[src/rtl/mmio_button_in.sv]
// mmio_button_in
// Memory-mapped push-button input peripheral. Raw button levels are
// synchronized, debounced per bit, and turned into sticky press/release
// event flags plus a 16-bit press counter. The CPU reads everything through
// a combinational read port; the event flags clear when read.
//
// Ports
//   clk      system clock
//   rst      asynchronous reset, active-high
//   btn_raw  raw asynchronous button levels, 1 = pressed
//   rd_en    read strobe for this peripheral (address decoded outside)
//   rd_addr  word select: 0 STATE, 1 PRESS, 2 RELEASE, 3 COUNT
//   rd_data  read data, combinational from rd_addr
//   irq      OR of all press and release flag bits
//
// Read handshake: there is no valid/ready pair. rd_data is always valid for
// the current rd_addr, with no wait states. rd_en only qualifies the
// side effect: on a clk edge with rd_en=1, the flag word selected by rd_addr
// (PRESS or RELEASE) is cleared. rd_data in that cycle still shows the
// value before the clear.
module mmio_button_in #(
  parameter int N_BTN    = 4,
  parameter int DB_WIDTH = 16,
  parameter int DB_COUNT = 50000
) (
  input  logic             clk,
  input  logic             rst,
  input  logic [N_BTN-1:0] btn_raw,
  input  logic             rd_en,
  input  logic [1:0]       rd_addr,
  output logic [31:0]      rd_data,
  output logic             irq
);

  localparam logic [1:0] ADDR_STATE   = 2'd0;
  localparam logic [1:0] ADDR_PRESS   = 2'd1;
  localparam logic [1:0] ADDR_RELEASE = 2'd2;
  localparam logic [1:0] ADDR_COUNT   = 2'd3;

  // Counter value on the last mismatching cycle before a level is accepted.
  localparam logic [DB_WIDTH-1:0] DB_LAST = DB_WIDTH'(DB_COUNT - 1);

  logic [N_BTN-1:0]    sync1;
  logic [N_BTN-1:0]    sync2;
  logic [N_BTN-1:0]    stable;
  logic [DB_WIDTH-1:0] cnt [N_BTN];
  logic [N_BTN-1:0]    accept;
  logic [N_BTN-1:0]    rise;
  logic [N_BTN-1:0]    fall;
  logic [N_BTN-1:0]    press_flags;
  logic [N_BTN-1:0]    release_flags;
  logic [15:0]         press_count;
  logic [15:0]         rise_pop;
  logic                clr_press;
  logic                clr_release;

  // Two-flop synchronizer for the asynchronous button levels.
  always_ff @(posedge clk or posedge rst) begin
    if (rst) begin
      sync1 <= '0;
      sync2 <= '0;
    end else begin
      sync1 <= btn_raw;
      sync2 <= sync1;
    end
  end

  // A bit is accepted on the DB_COUNT-th consecutive mismatching cycle.
  // Since accept already implies sync2 != stable, the new level alone tells
  // the edge direction.
  always_comb begin
    for (int i = 0; i < N_BTN; i++) begin
      accept[i] = (sync2[i] != stable[i]) && (cnt[i] == DB_LAST);
    end
    rise = accept & sync2;
    fall = accept & ~sync2;
  end

  // Debounce: any matching cycle restarts the run of mismatches from zero.
  always_ff @(posedge clk or posedge rst) begin
    if (rst) begin
      stable <= '0;
      for (int i = 0; i < N_BTN; i++) begin
        cnt[i] <= '0;
      end
    end else begin
      for (int i = 0; i < N_BTN; i++) begin
        if (sync2[i] == stable[i]) begin
          cnt[i] <= '0;
        end else if (accept[i]) begin
          stable[i] <= sync2[i];
          cnt[i]    <= '0;
        end else begin
          cnt[i] <= cnt[i] + DB_WIDTH'(1);
        end
      end
    end
  end

  // Number of buttons accepted as pressed on this edge.
  always_comb begin
    rise_pop = '0;
    for (int i = 0; i < N_BTN; i++) begin
      rise_pop = rise_pop + 16'(rise[i]);
    end
  end

  assign clr_press   = rd_en && (rd_addr == ADDR_PRESS);
  assign clr_release = rd_en && (rd_addr == ADDR_RELEASE);

  // New events are OR-ed in after the clear, so an event landing on the
  // clearing edge survives it.
  always_ff @(posedge clk or posedge rst) begin
    if (rst) begin
      press_flags   <= '0;
      release_flags <= '0;
      press_count   <= '0;
    end else begin
      press_flags   <= (clr_press   ? '0 : press_flags)   | rise;
      release_flags <= (clr_release ? '0 : release_flags) | fall;
      press_count   <= press_count + rise_pop;
    end
  end

  always_comb begin
    rd_data = '0;
    case (rd_addr)
      ADDR_STATE:   rd_data[N_BTN-1:0] = stable;
      ADDR_PRESS:   rd_data[N_BTN-1:0] = press_flags;
      ADDR_RELEASE: rd_data[N_BTN-1:0] = release_flags;
      ADDR_COUNT:   rd_data[15:0]      = press_count;
      default:      rd_data            = '0;
    endcase
  end

  assign irq = (|press_flags) | (|release_flags);

endmodule
[config.mk]
export PLATFORM = sky130hd
export DESIGN_NAME = mmio_button_in
export DESIGN_NICKNAME = d
export VERILOG_FILES = /design/src/rtl/mmio_button_in.sv
export SDC_FILE = /design/constraint.sdc
export NUM_CORES = 1
export LEC_CHECK = 0
export BUFFER_PORTS_ARGS = -buffer_cell sky130_fd_sc_hd__buf_4
export CORE_ASPECT_RATIO = 1.5
export CORE_MARGIN = 2
export CORE_UTILIZATION = 55
export CTS_CLUSTER_SIZE = 28
export DETAILED_ROUTE_END_ITERATION = 6
export PLACE_DENSITY_LB_ADDON = 0.1
export SLEW_MARGIN = 10
export SYNTH_ARGS = -nofsm -noshare
export SYNTH_HDL_FRONTEND = slang
export SYNTH_SLANG_ARGS = --single-unit
[constraint.sdc]
create_clock -name clk -period 4.14 [get_ports clk]
set_clock_uncertainty 0.05 [all_clocks]
set_input_delay 0 -clock clk [delete_from_list [all_inputs] [get_ports clk]]
set_output_delay 0 -clock clk [all_outputs]
set_load 0.005 [all_outputs]
# Yosys cells after proc, flatten, opt, wreduce, memory -nomap -nowiden
# Index checks and enable logic that the tools add are counted.
# W data, S select, Z words.
# word_totals
regBits	100
input_bits	9
wordCells	71
# op_classes
add_sub_neg	8
n_eq_ne	15
n_mux	12
n_bitwise	10
reduce_logical	13
# op_table
op	count
$mux W16	8
$add A16 B1 Y16 const B	4
$eq A16 B16 Y1 const B	4
$add A16 B4 Y16	1
$pmux W4 S4	1
$mux W12	1
$and A4 B4 Y4	2
$mux W4	2
$or A4 B4 Y4	2
$reduce_and A2 Y1	4
$reduce_or A4 Y1	2
$logic_and A1 B1 Y1	6
$add A3 B1 Y4	1
$eq A1 B1 Y1	4
$eq A2 B2 Y1 const B	2
$ne A1 B1 Y1	4
$not A1 Y1	4
$not A4 Y4	1
$add A2 B1 Y3	1
$add A1 B1 Y2	1
$eq A2 B1 Y1 const B	1
$logic_not A2 Y1	1
$or A1 B1 Y1	1

# Logic depth before layout (Yosys ltp)
# logic_depth
ltp_word	7
mapped_depth	12

# Worst setup path before layout
# Ideal clock, no wire load.
# synth_timing
path_kind	reg2reg
start	register cnt[55] (netlist bit)
end	register press_count[12]
setup_ns	0.080
arrival_ns	3.667
required_time_ns	4.010
slack_ns	0.343
path_stages_with_launch	12
synth_period_minus_slack_ns	3.797
path_cell_list	dfrtp_1 or4_1 or4_4 or3b_4 fa_1 inv_1 fa_1 fa_1 nand2_1 nor3_1 nand4_1 xnor2_1
# synth_via
elab_chain_len	7
# synth_lines
item	line_no	source
start: declaration	46	logic [DB_WIDTH-1:0] cnt [N_BTN];
start signal: indexed assignment	94	cnt[i] <= cnt[i] + DB_WIDTH'(1);
$eq A16 B16 Y1	73	accept[i] = (sync2[i] != stable[i]) && (cnt[i] == DB_LAST);
$logic_and A1 B1 Y1	73	
$and A4 B4 Y4	75	rise = accept & sync2;
$add A1 B1 Y2	104	rise_pop = rise_pop + 16'(rise[i]);
$add A2 B1 Y3	104	
$add A3 B1 Y4	104	
$add A16 B4 Y16	121	press_count <= press_count + rise_pop;
end signal: assignment	121	
end: declaration	52	logic [15:0] press_count;
# Every way passes these cells.
# A chain may end at the register's enable or synchronous reset.

# Final worst setup path
# layout_timing
start	register cnt[58] (netlist bit)
end	register press_count[12]
# Same word-level chain as after synthesis.

==> results.sh <==
export IMPL_status="completed"
export IMPL_die_x_um=80.9
export IMPL_final_setup_viol_count=0
export IMPL_fin_crit_sh_pct=96.0
export IMPL_p_per_area_nw_per_um2=350
export IMPL_drt_pass1_iterations=4
export IMPL_worstPathArrival_ns=4.20
export IMPL_core_rowCount=42
export IMPL_place_hpwl_um=6240
export IMPL_post_route_min_period_ns=3.97
export IMPL_drive_gt1_share_pct=12.3
export IMPL_first_iter_violations=145
export IMPL_cp_buffers_inverters=1
export IMPL_yosysMostFrequentCell="dfrtp_1"
export IMPL_synthCells=472
export IMPL_portBuffers=25
export IMPL_grt_start_max_net_pins=80
export IMPL_antenna_cells=0
export IMPL_core_sq_um=8720
export IMPL_synth_warnings=0
export IMPL_slew_headroom_pct=36.3
export IMPL_ir_drop_v=0.000324
export IMPL_async_reset_ff_share_pct=100
export IMPL_pre_cts_slack_ns=0.175
export IMPL_synth_common_cells="dfrtp_1, nor2_1, xnor2_1"
export IMPL_drt_wl_total_um=8920
export IMPL_start_util_pct=56.0
export IMPL_nets=524
export IMPL_finalHoldViolCount=0
export IMPL_ys_seq_area_share_pct=51.2
export IMPL_cts_buffers_inserted=9
export IMPL_max_stage_delay_ns=0.57
export IMPL_synthFlopType="dfrtp_1"
export IMPL_ys_types=41
export IMPL_vias=3289
export IMPL_yosysTopAreaCellShare_pct=51.2
export IMPL_grt_first_pass_wirelength_um=15400
export IMPL_cts_sinks=100
export IMPL_post_cts_buffers=0
export IMPL_synthTopCellsByArea="dfrtp_1, xnor2_1, nor2_1"
export IMPL_maxSlewViolCount=0
export IMPL_worst_path_most_repeated_cell="fa_1"
export IMPL_ant_nets=0
export IMPL_cts_htree_levels=3
export IMPL_cap_violations=0
export IMPL_cp_end_kind="flop"
export IMPL_final_util_pct=62.8
export IMPL_syn_area_sq_um=4880
export IMPL_dp_cells=601
export IMPL_dieArea_sq_um=9670
export IMPL_dieHeight_um=119
export IMPL_slowest_stage="or4_4"
export IMPL_layout_cells_non_filler=622
export IMPL_io_pins=42
export IMPL_synth_area_leader_cell="dfrtp_1"
export IMPL_via_per_inst=5.29
export IMPL_cts_tree="yes"
export IMPL_root_buffer="clkbuf_16"
export IMPL_clk_latency_ns=0.35
export IMPL_tns_ns=0
export IMPL_cp_start_kind="flop"
export IMPL_synth_edf_count=0
export IMPL_hold_path_class="in2reg"
export IMPL_clockBufferDepth=2
export IMPL_critPathKind="reg2reg"
export IMPL_multi_input_area_sq_um=2190
export IMPL_avgRoutedWirePerCell_um=14.3
export IMPL_grt_pass1_vias=3345
export IMPL_cts_clk_slew_worst_paths_ns=0.07
export IMPL_cp_cell_sequence="or4_1 > or4_4 > or3b_4 > fa_1 > inv_1 > fa_1 > fa_1 > nand2_1 > nor3_1 > nand4_1 > xnor2_1"
export IMPL_grt_overflow_total=0
export IMPL_fmax_mhz=252
export IMPL_area_delta_synth_final_pct=12.1
export IMPL_gp_congestion=0.897
export IMPL_ys_ff_latch=100
export IMPL_post_synth_cell_area_avg_sq_um=10.3
export IMPL_track_usage_pct=20.7
export IMPL_worstMarginPinSlew_ns=0.956
export IMPL_required_ns=4.36
export IMPL_layout_setup_ws_ns=0.165
export IMPL_rsz0062_at_grt="false"
export IMPL_crit_family="simple AND/OR/NAND/NOR gates"
export IMPL_drc=0
export IMPL_seqCellArea_sq_um=2500
export IMPL_p_leak_nw=2.39
export IMPL_worstPathMaxFanout=6
export IMPL_whs_ns=0.0619
export IMPL_cts_resized=0
export IMPL_antenna_found_initial=0
export IMPL_nFillCells=748
[worst min-delay path: cells and delay by family]
family                 cells  cell delay (ns)
and+or+nand+nor            3             0.34
buffers and inverters      1             0.09
[stage by stage]
stage	instance area [sq um]	power, mW
2_1_floorplan	4940	1.08
3_3_place_gp	5120	1.09
3_5_place_dp	5120	1.09
4_1_cts	5480	1.94
5_1_grt	5480	2.00
6_report	5480	1.92
[registers in the layout, summed over array words and instances (netlist names)]
| register | count |
|---|---|
| press_count | 16 |
| stable | 4 |
| sync1 | 4 |
| cnt | 64 |
| release_flags | 4 |
| press_flags | 4 |
| sync2 | 4 |
[placed cells by master, fill, tap and decap left out, types with 17 or more instances in the layout]
cell	n
xnor2_1	60
nand2_1	26
dfrtp_1	100
nand4_1	18
nor2_1	76
nor4_1	20
inv_1	21
nor3_1	17
nand3_1	27
buf_4	28
[kinds of logic after synthesis]
group                      Yosys count  share of synthesized area [%]
DFF                                100                           51.2
other                                1                         0.0768
AOI/OAI and AO/OA                   10                           1.36
muxes                                6                           2.31
xor gates and xnor gates            73                           13.1
adders and majority gates            8                           2.51
and+or+nand+nor                    228                           24.3
buffers and inverters               46                           5.10
[per-layer routing]
metal	GRT usage, %	vias to the layer above	routed length, um
li1	-	1647	-
met3	3.86	13	188
met1	26.5	1596	3920
met5	0	-	0
met2	34.4	33	4620
met4	7.94	0	184
[final cells by class]
cell class / instances / area share, %
clock buffer: 9 / 4.11
clock inverter: 7 / 1.37
inverter: 22 / 1.55
multi-input combinational: 341 / 40.0
sequential: 100 / 45.7
tap: 110 / 2.51
timing repair buffer: 33 / 4.75
[repair_timing]
| item | 4_1_cts | 5_1_grt |
|---|---|---|
| hold buffers | 5 | 0 |
| endpoints found under the hold margin | 82 | 0 |
| endpoints found under the setup margin | 0 | 0 |
[where the power goes]
| part | internal (mW) | total, mW | switching, mW |
|---|---|---|---|
| combinational | 0.0229 | 0.0696 | 0.0467 |
| clock | 0.471 | 0.845 | 0.374 |
| sequential | 0.990 | 1.00 | 0.0121 |
| total | 1.48 | 1.92 | 0.433 |
[path summary, 6_finish.rpt]
kind                                    start                         to  slack, ns  cells after the start
min in group asynchronous                 rst         sync1[0]$_DFF_PP0_       0.38                      3
max reg2reg                 cnt[58]$_DFF_PP0_  press_count[12]$_DFF_PP0_       0.17                     11
min                                     rd_en   press_flags[3]$_DFF_PP0_       0.06                      4
max                         cnt[58]$_DFF_PP0_  press_count[12]$_DFF_PP0_       0.17                     11
max in group asynchronous                 rst   press_flags[2]$_DFF_PP0_       2.81                      4
min reg2reg                sync1[1]$_DFF_PP0_         sync2[1]$_DFF_PP0_       0.30                      0
No activity file was read; power rests on OpenSTA's default activity.
